[config.mk]
export PLATFORM = sky130hd
export DESIGN_NAME = hack_alu
export DESIGN_NICKNAME = d
export VERILOG_FILES = /design/src/rtl/hack_alu.sv
export SDC_FILE = /design/constraint.sdc
export NUM_CORES = 1
export LEC_CHECK = 0
export ABC_AREA = 1
export CORE_UTILIZATION = 50
export DETAILED_ROUTE_END_ITERATION = 10
export GPL_TIMING_DRIVEN = 0
export PLACE_DENSITY = 0.79
export SLEW_MARGIN = 25
export SYNTH_ARGS = -nofsm -noshare
export SYNTH_HDL_FRONTEND = slang
export SYNTH_SLANG_ARGS = --single-unit
[constraint.sdc]
create_clock -name clk -period 3.5 [get_ports clk]
set_clock_uncertainty 0.15 [all_clocks]
set_input_delay 0.525 -clock clk [delete_from_list [all_inputs] [get_ports clk]]
set_output_delay 0.525 -clock clk [all_outputs]
set_load 0.02 [all_outputs]
[src/rtl/hack_alu.sv]
// Hack-style 16-bit ALU with registered result and zero/negative flags.
// One clock of latency from in_valid to out_valid; no state beyond the output registers.
module hack_alu (
  input  logic        clk,
  input  logic        reset,
  input  logic        in_valid,
  input  logic [15:0] x,
  input  logic [15:0] y,
  input  logic        zx,
  input  logic        nx,
  input  logic        zy,
  input  logic        ny,
  input  logic        f,
  input  logic        no,
  output logic [15:0] out,
  output logic        zr,
  output logic        ng,
  output logic        out_valid
);

  logic [15:0] xa, xb, ya, yb, r, o;

  always_comb begin
    xa = zx ? 16'h0000 : x;
    xb = nx ? ~xa : xa;
    ya = zy ? 16'h0000 : y;
    yb = ny ? ~ya : ya;
    // Sum truncates to 16 bits: carry-out is intentionally dropped.
    r  = f ? (xb + yb) : (xb & yb);
    o  = no ? ~r : r;
  end

  // Flags are registered alongside out so they always describe the held result.
  always_ff @(posedge clk) begin
    if (reset) begin
      out       <= 16'h0000;
      zr        <= 1'b1;
      ng        <= 1'b0;
      out_valid <= 1'b0;
    end else if (in_valid) begin
      out       <= o;
      zr        <= (o == 16'h0000);
      ng        <= o[15];
      out_valid <= 1'b1;
    end else begin
      out_valid <= 1'b0;
    end
  end

endmodule

==> out/metrics.csv, run 1 <==
stage,metric,value,unit
critical_path,start_kind,input pin,
critical_path,worstPathMaxFanout,10,
grt,grt.total_usage,22.9,%
timing,min_period,3.20,ns
placement,portBuffers,54,
placement,postPlaceCellArea,3370,um2
status,status,"finished, final reports clean",
critical_path,cp.arrival,3.25,ns
critical_path,critPathCapture,zr,
critical_path,required,3.54,ns
worst_hold_path,min_path_type,register to register,
cells_and_area,final_nets,610,
cts,cts_htree_levels,1,
timing,hold_violations,0,
cells_and_area,seqCellArea,360,um2
drt,via_per_inst,4.72,
cells_and_area,antenna_cells,0,
floorplan,die_h,76.1,um
drt,ant_nets,0,
critical_path,cp-end-kind,register,
drt,drtIter0Drc,109,
timing,max_freq,312,MHz
grt,grt_max_degree,17,
cts,hold_buffers,0,
cts,clk_pin_slew_worst_paths,0.06,ns
critical_path,reg2reg_depth,3,
yosys,synth-seq-area-share,13.1,%
drt,wl_per_cell,10.2,um
floorplan,ios,60,
yosys,synth_cells,491,
power,p_leak,1.89,nW
drt,routed-via-count,2928,
cts,cts_root_buf,clkbuf_8,
cells_and_area,nFillCells,501,
cts,cts_buffer_depth,2,
timing,worst_pin_slew,0.435,ns
cells_and_area,fin_area,3440,um2
cells_and_area,drive_above_1_share,9.09,%
critical_path,r2r-end,out[1],
floorplan,num_rows,26,
grt,first_global_vias,2779,
floorplan,dieArea,5790,um2
timing,finalCritPeriodShare,91.5,%
yosys,syn-num-nets,549,
cts,cts_buffers,3,
timing,slew_headroom,71.0,%
critical_path,rr_startpoint,out[1],
drt,routed_wl,6310,um
yosys,ys_types,32,
job,max_cap_violations,0,
drt,drt_first_pass_iters,4,
floorplan,core_area,5200,um2
cts,insertion_delay,0.25,ns
yosys,synth_area,2750,um2
cells_and_area,multiInputGateArea,1970,um2
grt,grt_antenna_before_repair,0,
timing,whs,0.332,ns
grt,grt_pass1_wl,11500,um
cts,cts_tree,built,
power,power.density,313,nW/um2
timing,setup_viol,0,
floorplan,initial_core_util,52.8,%
yosys,ys_ff_latch,18,
critical_path,critPathKind,input pin to register,
placement,place_congestion,0.879,
critical_path,cp-startpoint,zx,
timing,slew_violations,0,
cells_and_area,area_delta_synth_final,25.4,%
yosys,ys_warn_count,0,
floorplan,fp.dieW,76.1,um
yosys,synth.avg_cell_area,5.59,um2
grt,overflow,0,
placement,hpwlAfterDp,5420,um
power,irDropWorstVdd,0.207,mV
cts,cts_sinks,18,
critical_path,regToRegSetupSlack,2.56,ns
drt,drcViolationCount,0,
worst min path at each step:
stage          slack (ns)       to  startpoint  depth (start not counted)
2_1_floorplan        0.44   out[3]      out[3]                          2
3_3_place_gp         0.31       zr          zr                          2
3_5_place_dp         0.32  out[14]     out[14]                          2
4_1_cts              0.33       zr          zr                          2
5_1_grt              0.36  out[14]     out[14]                          2
6_report             0.33       zr          zr                          2
through the flow:
| stage | TNS, ns | total power, mW | cells | utilization [%] | worst slack (ns) |
|---|---|---|---|---|---|
| after floorplan | 0 | 0.753 | 491 | - | 0.455 |
| final | 0 | 1.08 | 620 | 66.2 | 0.297 |
| after detailed placement | -1.56 | 0.934 | 615 | 64.8 | -0.328 |
| after CTS | 0 | 1.07 | 617 | 65.6 | 0.128 |
| after global routing | -0.00872 | 1.19 | 620 | 66.2 | -0.00872 |
| after global placement | -0.996 | 0.920 | 615 | 64.8 | -0.258 |
sequential cells by signal (all words and copies together), names as in the netlist:
register	flops
out	16
out_valid	1
zr	1
final cells by class:
class	instances	area share, %
Multi-Input combinational cell	368	57.1
Clock buffer	3	1.20
Tap cell	70	2.54
Timing Repair Buffer	57	16.3
Sequential cell	18	10.5
Inverter	86	9.48
Buffer	18	2.83
layout by cell type, fill, tap and decap left out, drive strengths merged, types with 2 or more instances in the layout:
cell type      Yosys  routed
nand3             58      58
buf               11      13
a21oi             10      10
o211ai             8       8
clkbuf             8      11
nor2              34      34
nand4              3       3
nand2            180     180
inv               86      85
a31oi              2       2
and2               2       2
clkdlybuf4s50      0      54
ha                16      16
or2                4       4
nand3b             3       3
o21ai             10      10
xor2              34      34
dfxtp             18      18
cell families after synthesis:
logic type | after synthesis | share of synthesized area [%]
DFF | 18 | 13.1
and+or+nand+nor | 285 | 45.7
buffers and inverters | 105 | 15.2
adders and majority gates | 17 | 8.02
AOI/OAI and AO/OA | 31 | 6.79
xor gates and xnor gates | 35 | 11.2
layer usage:
metal / part of all wire (%) / track usage (%) / vias to the layer above
met1: 47 / 28.6 / 1215
met5: 0 / 0 / -
li1: - / - / 1621
met2: 47 / 42.5 / 82
met4: 1.5 / 6.54 / 0
met3: 3.8 / 1.20 / 10
what timing repair did:
item                                    4_1_cts  5_1_grt
setup buffers                                 0        3
gates resized for setup                       0        7
endpoints found under the setup margin        3        9
pin swaps                                     0        0
hold endpoints to repair                      0        0
critical path: stages:
cell	delay (ns)
clkdlybuf4s50_1	0.51
clkinvlp_4	0.15
buf_4	0.19
nand2_1	0.08
xor2_1	0.14
inv_1	0.06
ha_1	0.37
nand2_2	0.14
inv_1	0.05
nand2_1	0.06
nand2_1	0.07
a21oi_1	0.25
nand3_1	0.14
nand3_2	0.10
nand3_2	0.06
nand2_2	0.10
nand3_2	0.08
nor2_2	0.07
nand2_1	0.05
nand2_1	0.04
report_power, final:
part | leakage (nW) | internal [mW] | switching, mW
registers | 0.150 | 0.225 | 0.0102
logic | 1.72 | 0.286 | 0.418
clock network | 0.0216 | 0.0762 | 0.0605
total | 1.89 | 0.588 | 0.489
cells in the mapped netlist:
cell,instances,area share [%]
a21oi_1,8,1.5
a21oi_2,2,0.64
a31oi_1,2,0.46
and2_1,2,0.46
buf_1,1,0.14
buf_2,7,1.3
buf_4,2,0.55
buf_6,1,0.41
clkbuf_1,8,1.1
dfxtp_1,18,13
fa_1,1,0.73
ha_1,16,7.3
inv_1,81,11
inv_2,5,0.68
nand2_1,171,23
nand2_2,9,2.0
nand3_1,52,9.5
nand3_2,6,2.2
nand3b_1,3,0.82
nand4_1,3,0.68
nor2_1,29,4.0
nor2_2,4,0.91
nor2_4,1,0.41
nor3b_2,1,0.46
o211ai_1,8,2.2
o21ai_0,8,1.5
o21ai_1,2,0.36
o22ai_1,1,0.23
or2_0,1,0.23
or2_2,3,0.68
xnor2_1,1,0.32
xor2_1,34,11
Power figures use the tool's default switching activity.
==> inputs of run 2 (changes only) <==
Settings changed: CORE_ASPECT_RATIO set to 0.6.
==> run 2 against run 1 <==
The run now ends with design-rule violations left. Setup slack lost 0.10 ns. Largest power group unchanged. Critical path type unchanged. Largest cell class unchanged. Hold slack worse by 0.0053 ns. Cell area is the same. Via count up 6.9%. Core utilization rose by 0.32 points. Highest routed layer unchanged.
==> out/metrics.csv, run 2 (synthesis results as in run 1) <==
stage,metric,value,unit
placement,dp_cells,611,
drt,routed_wl,7120,um
job,max_cap_violations,0,
critical_path,worstPathMaxFanout,10,
timing,slew_violations,0,
critical_path,required,3.56,ns
power,power,1.13,mW
drt,via_per_inst,5.09,
timing,min_period,3.31,ns
drt,drcViolationCount,6,
cells_and_area,final_nets,608,
drt,drt_first_pass_iters,10,
cells_and_area,reg_top3,"out (16), out_valid (1), zr (1)",
placement,place_congestion,0.926,
status,violations,design-rule violations,
timing,slew_headroom,69.3,%
cts,clk_pin_slew_worst_paths,0.07,ns
critical_path,cp-end-kind,register,
cts,cts_buffer_depth,2,
grt,grt_pass1_wl,11800,um
floorplan,num_rows,20,
cts,cts_buffers,3,
cells_and_area,drive_above_1_share,9.29,%
grt,grt_max_degree,17,
cells_and_area,largest_register,out,
floorplan,core_area,5180,um2
cts,hold_buffers,0,
worst_hold_path,whs_path_depth,2,
timing,hold_violations,0,
timing,max_freq,302,MHz
drt,wl_per_cell,11.6,um
placement,hpwlAfterDp,6040,um
grt,first_global_vias,2724,
timing,rsz0062_at_grt,true,
grt,grt.total_usage,25.6,%
critical_path,start_kind,input pin,
cells_and_area,area_delta_synth_final,25.4,%
cells_and_area,seqCellArea,360,um2
cells_and_area,final_common_cell,nand2_1,
timing,setup_viol,0,
floorplan,fp.dieW,97.7,um
cells_and_area,final_cell_mix,"nand2_1 (171), inv_1 (79), clkdlybuf4s50_1 (54)",
drt,routed-via-count,3129,
cts,cts_htree_levels,1,
cells_and_area,multiInputGateArea,1970,um2
cells_and_area,largest_register_ffs,16,
critical_path,critPathKind,input pin to register,
critical_path,reg2reg_depth,3,
timing,finalCritPeriodShare,94.5,%
power,power.density,328,nW/um2
cts,cts_tree,built,
critical_path,cp.arrival,3.37,ns
power,irDropWorstVdd,0.146,mV
floorplan,die_h,59.4,um
worst_hold_path,min_path_type,register to register,
cts,cts_sinks,18,
floorplan,initial_core_util,53.0,%
cts,cts_root_buf,clkbuf_8,
placement,portBuffers,54,
cells_and_area,nFillCells,507,
cells_and_area,antenna_cells,0,
status,status,finished with violations,
floorplan,dieArea,5800,um2
grt,overflow,0,
cells_and_area,final-instance-count-excl-fill,615,
cells_and_area,utilization,66.5,%
drt,drtIter0Drc,159,
cts,insertion_delay,0.26,ns
floorplan,ios,60,
timing,worst_pin_slew,0.461,ns
power,p_leak,1.89,nW
drt,ant_nets,0,
grt,grt_antenna_before_repair,0,
## run 2: cell types whose count changed in the layout (fill, tap and decap cells not counted)
| cell | previous run | this run |
|---|---|---|
| a21oi_2 | 2 | 3 |
| fa_2 | 0 | 1 |
| fa_1 | 1 | 0 |
| a21oi_1 | 8 | 7 |
| buf_4 | 5 | 3 |
| clkbuf_8 | 3 | 4 |
## run 2: timing repair
item,4_1_cts,5_1_grt
buffers inserted,0,1
endpoints found under the setup margin,4,5
gates resized for setup,1,7
## run 2: final cells by class
cell class | instances | share of cell area (%)
Buffer | 18 | 2.83
Multi-Input combinational cell | 368 | 57.3
Sequential cell | 18 | 10.5
Tap cell | 66 | 2.40
Inverter | 86 | 9.48
Timing Repair Buffer | 55 | 15.9
Clock buffer | 4 | 1.60
## run 2: worst paths after layout
path | from | end | slack (ns)
max reg2reg | out[1] | out[1] | 2.57
max | zx | zr | 0.19
min | zr | zr | 0.33
min reg2reg | zr | zr | 0.33
## run 2: through the flow
stage / instance area (um2) / worst slack (ns) / setup TNS, ns / hold slack [ns]
3_5_place_dp: 3370 / -0.471 / -2.47 / 0.310
5_1_grt: 3440 / -0.0465 / -0.0560 / 0.361
2_1_floorplan: 2750 / 0.455 / 0 / 0.445
3_3_place_gp: 3370 / -0.407 / -1.65 / 0.307
6_report: 3440 / 0.193 / 0 / 0.326
4_1_cts: 3420 / 0.0261 / 0 / 0.329
## run 2: worst max-delay path, cell delays in order
cell and delay [ns]:
clkdlybuf4s50_1 0.52, clkinvlp_4 0.21, nand2_1 0.12, xnor2_1 0.07, ha_1 0.28, fa_2 0.40, nand2_1 0.10, nand3_1 0.09
nand3_1 0.11, nand2_1 0.10, nand2_1 0.07, nand3_1 0.08, nand2_1 0.08, nand2_1 0.05, nand2_1 0.07, nand2_1 0.06
nor2_1 0.14, nand2_1 0.08, nor2_1 0.08, nand2_1 0.06, nand2_1 0.04
## run 2: routing by layer
metal,up-vias,share of wire (%),global-route usage [%]
met5,-,0,0
met4,0,0.72,4.11
met3,7,7.0,4.01
met2,90,44,43.4
met1,1412,48,35.2
li1,1620,-,-
## run 2: power by group
group	total [mW]	internal [mW]	switching, mW
Sequential	0.235	0.225	0.0105
Clock	0.174	0.100	0.0739
Combinational	0.719	0.286	0.433
Total	1.13	0.611	0.517
